File: config.mk
export PLATFORM = sky130hd
export DESIGN_NAME = mac_col_mbank
export DESIGN_NICKNAME = d
export VERILOG_FILES = /design/src/rtl/mac_col_mbank.sv
export SDC_FILE = /design/constraint.sdc
export NUM_CORES = 2
export LEC_CHECK = 0
export BUFFER_PORTS_ARGS = -buffer_cell sky130_fd_sc_hd__buf_2
export CORE_AREA = 4 4 257 284
export DETAILED_ROUTE_END_ITERATION = 10
export DIE_AREA = 0 0 261 288
export PLACE_DENSITY = 0.67
export SLEW_MARGIN = 20
export SYNTH_ARGS = -nofsm -noshare
export SYNTH_HDL_FRONTEND = slang
export SYNTH_SLANG_ARGS = --single-unit
File: constraint.sdc
create_clock -name clk -period 23.1 [get_ports clk]
set_clock_uncertainty 0.2 [all_clocks]
set_input_delay 4.62 -clock clk [delete_from_list [all_inputs] [get_ports clk]]
set_output_delay 4.62 -clock clk [all_outputs]
set_load 0.03 [all_outputs]
File: src/rtl/mac_col_mbank.sv
// ---------------------------------------------------------------------------
// mac_col_mbank
//   One column of a systolic MAC chain. Holds NKEY key vectors (banks) of PR
//   signed lanes, captures its own key out of a forwarded load burst, and on
//   execute beats accumulates query.key dot products into a saturating
//   accumulator, emitting one result per reduction with a fifo_wr pulse.
//
// Ports
//   clk      clock
//   reset    synchronous, active-high
//   q_in     query / load vector, lane i = [i*BW +: BW]
//   i_inst   [0] load, [1] execute, [2] last beat of reduction
//   i_bank   key bank for load or execute
//   q_out    q_in delayed one cycle, to next column
//   o_inst   i_inst delayed one cycle, to next column
//   o_bank   i_bank delayed one cycle, to next column
//   out      reduction result, valid while fifo_wr = 1, held otherwise
//   fifo_wr  one-cycle pulse per completed reduction
//   key_vld  bit b set once bank b has been loaded
// ---------------------------------------------------------------------------
module mac_col_mbank #(
  parameter int BW      = 8,
  parameter int PR      = 8,
  parameter int BW_PSUM = 2*BW+6,
  parameter int ACC_BW  = BW_PSUM+4,
  parameter int NKEY    = 2,
  parameter int NUM_COL = 8,
  parameter int COL_ID  = 0,
  parameter int BANK_W  = (NKEY > 1) ? $clog2(NKEY) : 1
) (
  input  logic                     clk,
  input  logic                     reset,
  input  logic [PR*BW-1:0]         q_in,
  input  logic [2:0]               i_inst,
  input  logic [BANK_W-1:0]        i_bank,
  output logic [PR*BW-1:0]         q_out,
  output logic [2:0]               o_inst,
  output logic [BANK_W-1:0]        o_bank,
  output logic signed [ACC_BW-1:0] out,
  output logic                     fifo_wr,
  output logic [NKEY-1:0]          key_vld
);

  localparam int CNT_W = $clog2(NUM_COL+1);
  // Beats of a burst that belong to columns further down the chain.
  localparam logic [CNT_W-1:0] LOAD_SKIP = CNT_W'(NUM_COL-1-COL_ID);
  localparam logic [CNT_W-1:0] LOAD_DONE = CNT_W'(NUM_COL-COL_ID);
  localparam logic signed [ACC_BW-1:0] ACC_MAX = {1'b0, {(ACC_BW-1){1'b1}}};
  localparam logic signed [ACC_BW-1:0] ACC_MIN = {1'b1, {(ACC_BW-1){1'b0}}};

  // Stage 1: forwarding registers
  logic [PR*BW-1:0]  query_q;
  logic [2:0]        inst_q;
  logic [BANK_W-1:0] bank_q;

  // Stage 2: key store and accumulator
  logic [PR*BW-1:0]         key_q [NKEY];
  logic [PR*BW-1:0]         key_d [NKEY];
  logic [NKEY-1:0]          kv_q, kv_d;
  logic [CNT_W-1:0]         cnt_q, cnt_d;
  logic signed [ACC_BW-1:0] acc_q, acc_d;
  logic                     first_q, first_d;
  logic signed [ACC_BW-1:0] out_q, out_d;
  logic                     wr_q, wr_d;

  logic [PR*BW-1:0]         key_sel;
  logic signed [BW_PSUM-1:0] psum_w;
  logic signed [ACC_BW-1:0] base_w;
  logic signed [ACC_BW:0]   sum_w;
  logic signed [ACC_BW-1:0] acc_next;

  function automatic logic signed [BW_PSUM-1:0] dot(input logic [PR*BW-1:0] a,
                                                    input logic [PR*BW-1:0] b);
    logic signed [BW_PSUM-1:0] s;
    logic signed [2*BW-1:0]    p;
    s = '0;
    for (int i = 0; i < PR; i++) begin
      p = (2*BW)'($signed(a[i*BW +: BW])) * (2*BW)'($signed(b[i*BW +: BW]));
      s = s + BW_PSUM'(p);
    end
    return s;
  endfunction

  // Bank lookup by compare so a bank code beyond NKEY simply reads zero.
  always_comb begin
    key_sel = '0;
    for (int b = 0; b < NKEY; b++) begin
      if (bank_q == BANK_W'(b)) key_sel = key_q[b];
    end
  end

  assign psum_w = dot(query_q, key_sel);
  assign base_w = first_q ? '0 : acc_q;
  // One guard bit: overflow shows up as a mismatch between the top two bits.
  assign sum_w  = (ACC_BW+1)'(base_w) + (ACC_BW+1)'(psum_w);

  always_comb begin
    if (sum_w[ACC_BW] != sum_w[ACC_BW-1]) acc_next = sum_w[ACC_BW] ? ACC_MIN : ACC_MAX;
    else                                  acc_next = sum_w[ACC_BW-1:0];
  end

  always_comb begin
    key_d   = key_q;
    kv_d    = kv_q;
    cnt_d   = cnt_q;
    acc_d   = acc_q;
    first_d = first_q;
    out_d   = out_q;
    wr_d    = 1'b0;
    if (inst_q[0]) begin
      // Load takes priority over execute; count off the beats meant for
      // downstream columns, capture ours, then ignore the rest of the burst.
      if (cnt_q < LOAD_SKIP) begin
        cnt_d = cnt_q + CNT_W'(1);
      end else if (cnt_q == LOAD_SKIP) begin
        for (int b = 0; b < NKEY; b++) begin
          if (bank_q == BANK_W'(b)) begin
            key_d[b] = query_q;
            kv_d[b]  = 1'b1;
          end
        end
        cnt_d = LOAD_DONE;
      end
    end else begin
      cnt_d = '0;
      if (inst_q[1]) begin
        acc_d = acc_next;
        if (inst_q[2]) begin
          out_d   = acc_next;
          wr_d    = 1'b1;
          first_d = 1'b1;
        end else begin
          first_d = 1'b0;
        end
      end
    end
  end

  always_ff @(posedge clk) begin
    if (reset) begin
      query_q <= '0;
      inst_q  <= '0;
      bank_q  <= '0;
      key_q   <= '{default: '0};
      kv_q    <= '0;
      cnt_q   <= '0;
      acc_q   <= '0;
      first_q <= 1'b1;
      out_q   <= '0;
      wr_q    <= 1'b0;
    end else begin
      query_q <= q_in;
      inst_q  <= i_inst;
      bank_q  <= i_bank;
      key_q   <= key_d;
      kv_q    <= kv_d;
      cnt_q   <= cnt_d;
      acc_q   <= acc_d;
      first_q <= first_d;
      out_q   <= out_d;
      wr_q    <= wr_d;
    end
  end

  assign q_out   = query_q;
  assign o_inst  = inst_q;
  assign o_bank  = bank_q;
  assign out     = out_q;
  assign fifo_wr = wr_q;
  assign key_vld = kv_q;

endmodule

; Word-level counts from Yosys, hierarchy flattened
; Index checks and enable logic that the tools add are counted.
[word_totals]
reg_bits = 256
out_inout_bits = 97
[op_classes]
addsub = 9
mul = 8
magnitude_cmp = 1
eq_ne = 2
n_mux = 7
bitwise = 4
reduce_logical = 7
[op_table]
columns = operator, count
row1 = 8-bit by 8-bit multiplier with 16-bit output, 8
row2 = 26-bit two-way mux, 3
row3 = 64-bit two-way mux, 1
row4 = 26-bit by 22-bit adder with 27-bit output, 1
row5 = 21-bit by 16-bit adder with 22-bit output, 1
row6 = 22-bit by 16-bit adder with 22-bit output, 1
row7 = 20-bit by 16-bit adder with 21-bit output, 1
row8 = 19-bit by 16-bit adder with 20-bit output, 1
row9 = 18-bit by 16-bit adder with 19-bit output, 1
row10 = 17-bit by 16-bit adder with 18-bit output, 1
row11 = 16-bit by 16-bit adder with 17-bit output, 1
row12 = 4-bit two-way mux, 2
row13 = 4-bit AND reduction, 2
row14 = "4-bit by 1-bit adder with 4-bit output, second input constant", 1
row15 = "4-bit by 3-bit == test with 1-bit output, second input constant", 1
row16 = "4-bit by 3-bit < comparator with 1-bit output, second input constant", 1
row17 = 1-bit inverter, 4
row18 = 3-bit AND reduction, 1
row19 = 3-bit OR reduction, 1
row20 = 2-bit AND reduction, 1
row21 = 2-bit nonzero test, 1
row22 = 2-bit OR reduction, 1
row23 = 1-bit two-way mux, 1
row24 = 1-bit inequality test, 1

; Depth between registers and ports, before layout
[logic_depth]
word_depth = 12
ltp_mapped = 33

; Worst setup path before layout
; Ideal clock, no wire load.
[synth_path]
kind = register -> register
startpoint = register bank_q (netlist: o_bank)
endpoint = register out_q[12] (netlist: out[12])
setup_time_ns = 0.120
t_arrival_ns = 9.879
t_required_ns = 22.780
path_slack_ns = 12.900
path_stages_with_launch = 30
period_less_slack_ns = 10.200
cell_sequence = dfxtp_1 -> clkbuf_1 -> buf_1 -> buf_1 -> mux2i_1 -> nor2b_1 -> fa_1 -> fa_1 -> fa_1 -> inv_1 -> fa_1 -> fa_1 -> inv_1 -> fa_1 -> fa_1 -> fa_1 -> fa_1 -> inv_1 -> fa_1 -> inv_1 -> ha_1 -> a21o_1 -> a311oi_1 -> a21oi_1 -> nor2_1 -> a221o_1 -> nand3_2 -> nand2_2 -> buf_2 -> o21ai_1
[synth_via]
elab_chain_len = 12
elab_cells_between_ends = 20
cone_classes = add/sub (8) / mul (8) / eq/ne (1) / mux (3)
[synth_rtl]
columns = element, line
row1 = from (decl), 54  ; logic [BANK_W-1:0] bank_q;
row2 = from (signal assigned), 154  ; bank_q <= i_bank;
row3 = 64-bit two-way mux (*), 88  ; if (bank_q == BANK_W'(b)) key_sel = key_q[b];
row4 = 8-bit by 8-bit multiplier with 16-bit output, 78  ; p = (2*BW)'($signed(a[i*BW +: BW])) * (2*BW)'($signed(b[i*BW +: BW]));
row5 = 16-bit by 16-bit adder with 17-bit output, 79  ; s = s + BW_PSUM'(p);
row6 = 17-bit by 16-bit adder with 18-bit output, 79
row7 = 18-bit by 16-bit adder with 19-bit output, 79
row8 = 19-bit by 16-bit adder with 20-bit output, 79
row9 = 20-bit by 16-bit adder with 21-bit output, 79
row10 = 21-bit by 16-bit adder with 22-bit output, 79
row11 = 22-bit by 16-bit adder with 22-bit output (*), 79
row12 = 26-bit by 22-bit adder with 27-bit output (*), 95  ; assign sum_w = (ACC_BW+1)'(base_w) + (ACC_BW+1)'(psum_w);
row13 = 26-bit two-way mux / 1-bit inequality test (equally long branches), 98  ; if (sum_w[ACC_BW] != sum_w[ACC_BW-1]) acc_next = sum_w[ACC_BW] ? ACC_MIN : ACC_MAX;
row14 = 26-bit two-way mux (*), 98
row15 = to (signal assigned), 160  ; out_q <= out_d;
row16 = to (decl), 63  ; logic signed [ACC_BW-1:0] out_q, out_d;
; Every way passes the cells marked *; elsewhere a longest branch is shown, timed or not.
; A chain may end at the register's enable or synchronous reset.

; Final worst setup path
[layout_path]
startpoint = register bank_q (netlist: o_bank)
endpoint = register acc_q[8]
[layout_via]
elab_chain_len = 12
elab_cells_between_ends = 20
cone_classes = add/sub (8) / mul (8) / eq/ne (1) / mux (3)
[layout_rtl]
columns = element, line
row1 = 64-bit two-way mux (*), 88
row2 = 8-bit by 8-bit multiplier with 16-bit output, 78
row3 = 16-bit by 16-bit adder with 17-bit output, 79
row4 = 17-bit by 16-bit adder with 18-bit output, 79
row5 = 18-bit by 16-bit adder with 19-bit output, 79
row6 = 19-bit by 16-bit adder with 20-bit output, 79
row7 = 20-bit by 16-bit adder with 21-bit output, 79
row8 = 21-bit by 16-bit adder with 22-bit output, 79
row9 = 22-bit by 16-bit adder with 22-bit output (*), 79
row10 = 26-bit by 22-bit adder with 27-bit output (*), 95
row11 = 26-bit two-way mux / 1-bit inequality test (equally long branches), 98
row12 = 26-bit two-way mux (*), 98
row13 = to (signal assigned), 147  ; acc_q <= '0;
row14 = to (signal assigned), 158  ; acc_q <= acc_d;
row15 = to (decl), 61  ; logic signed [ACC_BW-1:0] acc_q, acc_d;
; Marked as above.

==> flow_metrics.env <==
export IMPL_cts_buffer_depth=3
export IMPL_area_growth_syn_to_layout_pct=7.31
export IMPL_status="completed"
export IMPL_holdBufCountCts=0
export IMPL_cts_resized=0
export IMPL_worst_setup_path_type="reg -> reg"
export IMPL_grt_max_degree=91
export IMPL_cp_arrival_ps=11590
export IMPL_final_cell_mix="inv_1 (838), fa_1 (765), nand2_1 (457)"
export IMPL_ant_nets=0
export IMPL_vias=23100
export IMPL_rrSetupSlack_ps=11830
export IMPL_clk_pin_slew_worst_paths_ps=60
export IMPL_report_final_slew_viol_count=0
export IMPL_ys_seq_area_share_pct=14.7
export IMPL_setup_viol=0
export IMPL_netlist_area_sq_mm=0.0347
export IMPL_finalCriticalPeriod_ps=11270
export IMPL_p_per_area_mw_per_mm2=27.6
export IMPL_ir_drop_mv=0.0530
export IMPL_gp_routability_congestion=0.931
export IMPL_endpoint_kind="register"
export IMPL_yosys_most_used_dff="dfxtp_1"
export IMPL_max_freq_ghz=0.0887
export IMPL_root_buffer="clkbuf_16"
export IMPL_maxCapViolations=0
export IMPL_worst_pin_slew_ps=1020
export IMPL_critPathRequiredTime_ps=23420
export IMPL_multi_input_area_sq_mm=0.0259
export IMPL_grt_pass1_wl_mm=140
export IMPL_start_util_pct=49.6
export IMPL_hold_class="reg -> reg"
export IMPL_detail_route_vias_per_cell=4.96
export IMPL_timing_final_ws_setup_ps=11830
export IMPL_leakage_nw=19.0
export IMPL_post_place_ws_ps=11910
export IMPL_fin_crit_sh_pct=48.8
export IMPL_fill_cells=6362
export IMPL_mostFrequentLayoutCell="inv_1"
export IMPL_ys_warn_count=0
export IMPL_hp_start="acc_q[16]$_SDFFE_PP0P_"
export IMPL_async_flop_share_pct=0
export IMPL_ys_types=56
export IMPL_ys_ff_latch=256
export IMPL_rsz0062_at_grt="no"
export IMPL_dieWidth_um=261
export IMPL_worstSkewPairLatency_ps=600
export IMPL_grt_pass1_vias=24900
export IMPL_clock_sinks=256
export IMPL_slew_headroom_pct=29.9
export IMPL_routedWlPerCell_um=18.4
export IMPL_grt_antenna_before_repair=2
export IMPL_cts_setup_buffers=0
export IMPL_start_kind="register"
export IMPL_avgSynthCellArea_sq_um=9.62
export IMPL_cts_tree="done"
export IMPL_die_height_um=288
export IMPL_port_buffer_count=166
export IMPL_regArea_sq_mm=0.00513
export IMPL_final_nets=4777
export IMPL_routed_wl_mm=85.6
export IMPL_dp_hpwl_mm=71.9
export IMPL_syn_inst=3612
export IMPL_die_area_sq_mm=0.0752
export IMPL_grt_usage_pct=24.0
export IMPL_critPathMaxFanout=44
export IMPL_firstDrtPassIters=7
export IMPL_worstReg2RegStart="o_bank$_SDFF_PP0_"
export IMPL_row_count=102
export IMPL_finalHoldViolCount=0
export IMPL_pin_count=167
export IMPL_core_area_sq_mm=0.0701
export IMPL_synth_edf_count=0
export IMPL_syn_num_nets=4695
export IMPL_grt_overflow=0
export IMPL_worstSetupStartpoint="o_bank$_SDFF_PP0_"
export IMPL_setup_tns_ps=0
export IMPL_drc=0
export IMPL_drt_iter0_drc=1401
export IMPL_cts_htree_levels=1
export IMPL_numCtsBuffers=30
export IMPL_drive_gt1_share_pct=8.20
[per-stage QoR]
step | cell area [sq um] | total power [mW] | util [%] | instances | hold WS (ps)
floorplan | 34700 | 0.533 | - | 3612 | 223
global placement | 36300 | 0.565 | 51.8 | 4598 | 235
detailed placement | 36300 | 0.565 | 51.8 | 4598 | 238
CTS | 37300 | 1.05 | 53.2 | 4654 | 247
global route | 37300 | 1.07 | 53.2 | 4655 | 268
finish | 37300 | 1.03 | 53.2 | 4655 | 244
[cell families (layout without fill, tap and decap cells)]
family	count (synthesis)	after routing	share of synthesized area, %
compound gates	266	266	4.40
xor+xnor	31	31	0.781
fa+ha+maj	1013	1013	53.0
buf+inv	969	1075	10.7
flops	256	256	14.7
mux	66	66	2.00
other cells	0	1	0
simple gates	1011	1011	14.3
[cell usage after synthesis (all sizes together), types with 2 or more instances]
cell type / number / area (sq um)
a211o: 2 / 17.5
a211oi: 8 / 60.1
a21o: 12 / 90.1
a21oi: 158 / 802
a221o: 2 / 20.0
a221oi: 2 / 23.8
a22o: 4 / 35.0
a31o: 3 / 26.3
a31oi: 2 / 12.5
and2: 81 / 507
and3: 5 / 31.3
buf: 38 / 236
clkbuf: 93 / 349
dfxtp: 256 / 5120
fa: 765 / 15300
ha: 248 / 3100
inv: 838 / 3150
mux2: 28 / 315
mux2i: 38 / 380
nand2: 460 / 1730
nand2b: 49 / 307
nand3: 7 / 40.0
nand3b: 2 / 15.0
nor2: 83 / 312
nor2b: 286 / 1790
nor3: 2 / 10.0
o211ai: 3 / 22.5
o21a: 8 / 60.1
o21ai: 52 / 264
or2: 30 / 188
or3: 3 / 23.8
xnor2: 24 / 210
xor2: 7 / 61.3
[critical path: stages, from the launching register on]
cell and delay [ps]:
dfxtp_4 690, buf_4 690, mux2i_1 740, nand2b_1 490
fa_1 520, fa_1 540, inv_1 50, fa_1 490
inv_1 60, fa_1 540, inv_1 60, fa_1 530
fa_1 650, fa_1 500, fa_1 520, inv_1 50
fa_1 470, inv_1 50, fa_1 470, ha_1 390
o211ai_1 140, o21ai_0 430, nand3_1 220, a21o_1 250
a221o_1 430, a21oi_4 570, a21oi_1 130, a211oi_1 250
[final timing paths]
kind                       endpoint  cells after the start
max           acc_q[8]$_SDFFE_PP0P_                     27
min          acc_q[16]$_SDFFE_PP0P_                      2
max reg2reg   acc_q[8]$_SDFFE_PP0P_                     27
min reg2reg  acc_q[16]$_SDFFE_PP0P_                      2
[sequential cells by signal, summed over array words and instances (netlist names), 2 cells and up]
| signal | count |
|---|---|
| acc_q | 26 |
| cnt_q | 4 |
| key_q | 128 |
| key_vld | 2 |
| o_inst | 3 |
| out | 26 |
| q_out | 64 |
[layout make-up]
type | count | area share [%]
multi-input combinational | 2387 | 69.5
sequential | 256 | 13.8
inverter | 838 | 8.44
tap | 936 | 3.14
timing repair buffer | 181 | 2.55
clock buffer | 43 | 2.28
clock inverter | 13 | 0.349
antenna | 1 | 0.00671
[routing by layer]
metal / routed length (um) / global-route usage (%) / share of wire [%] / vias up
li1: - / - / - / 10700
met1: 36300 / 33.4 / 42 / 11700
met2: 42300 / 40.2 / 49 / 582
met3: 4550 / 2.77 / 5.3 / 92
met4: 2540 / 6.42 / 3.0 / 0
met5: 0 / 0 / 0 / -
[where the power goes]
| group | leakage (nW) | total [mW] | switching [mW] | internal [mW] |
|---|---|---|---|---|
| combinational | 16.5 | 0.0774 | 0.0465 | 0.0309 |
| sequential | 2.08 | 0.478 | 0.0275 | 0.450 |
| clock | 0.475 | 0.475 | 0.207 | 0.269 |
| total | 19.0 | 1.03 | 0.281 | 0.750 |
No activity file was read; power rests on OpenSTA's default activity.
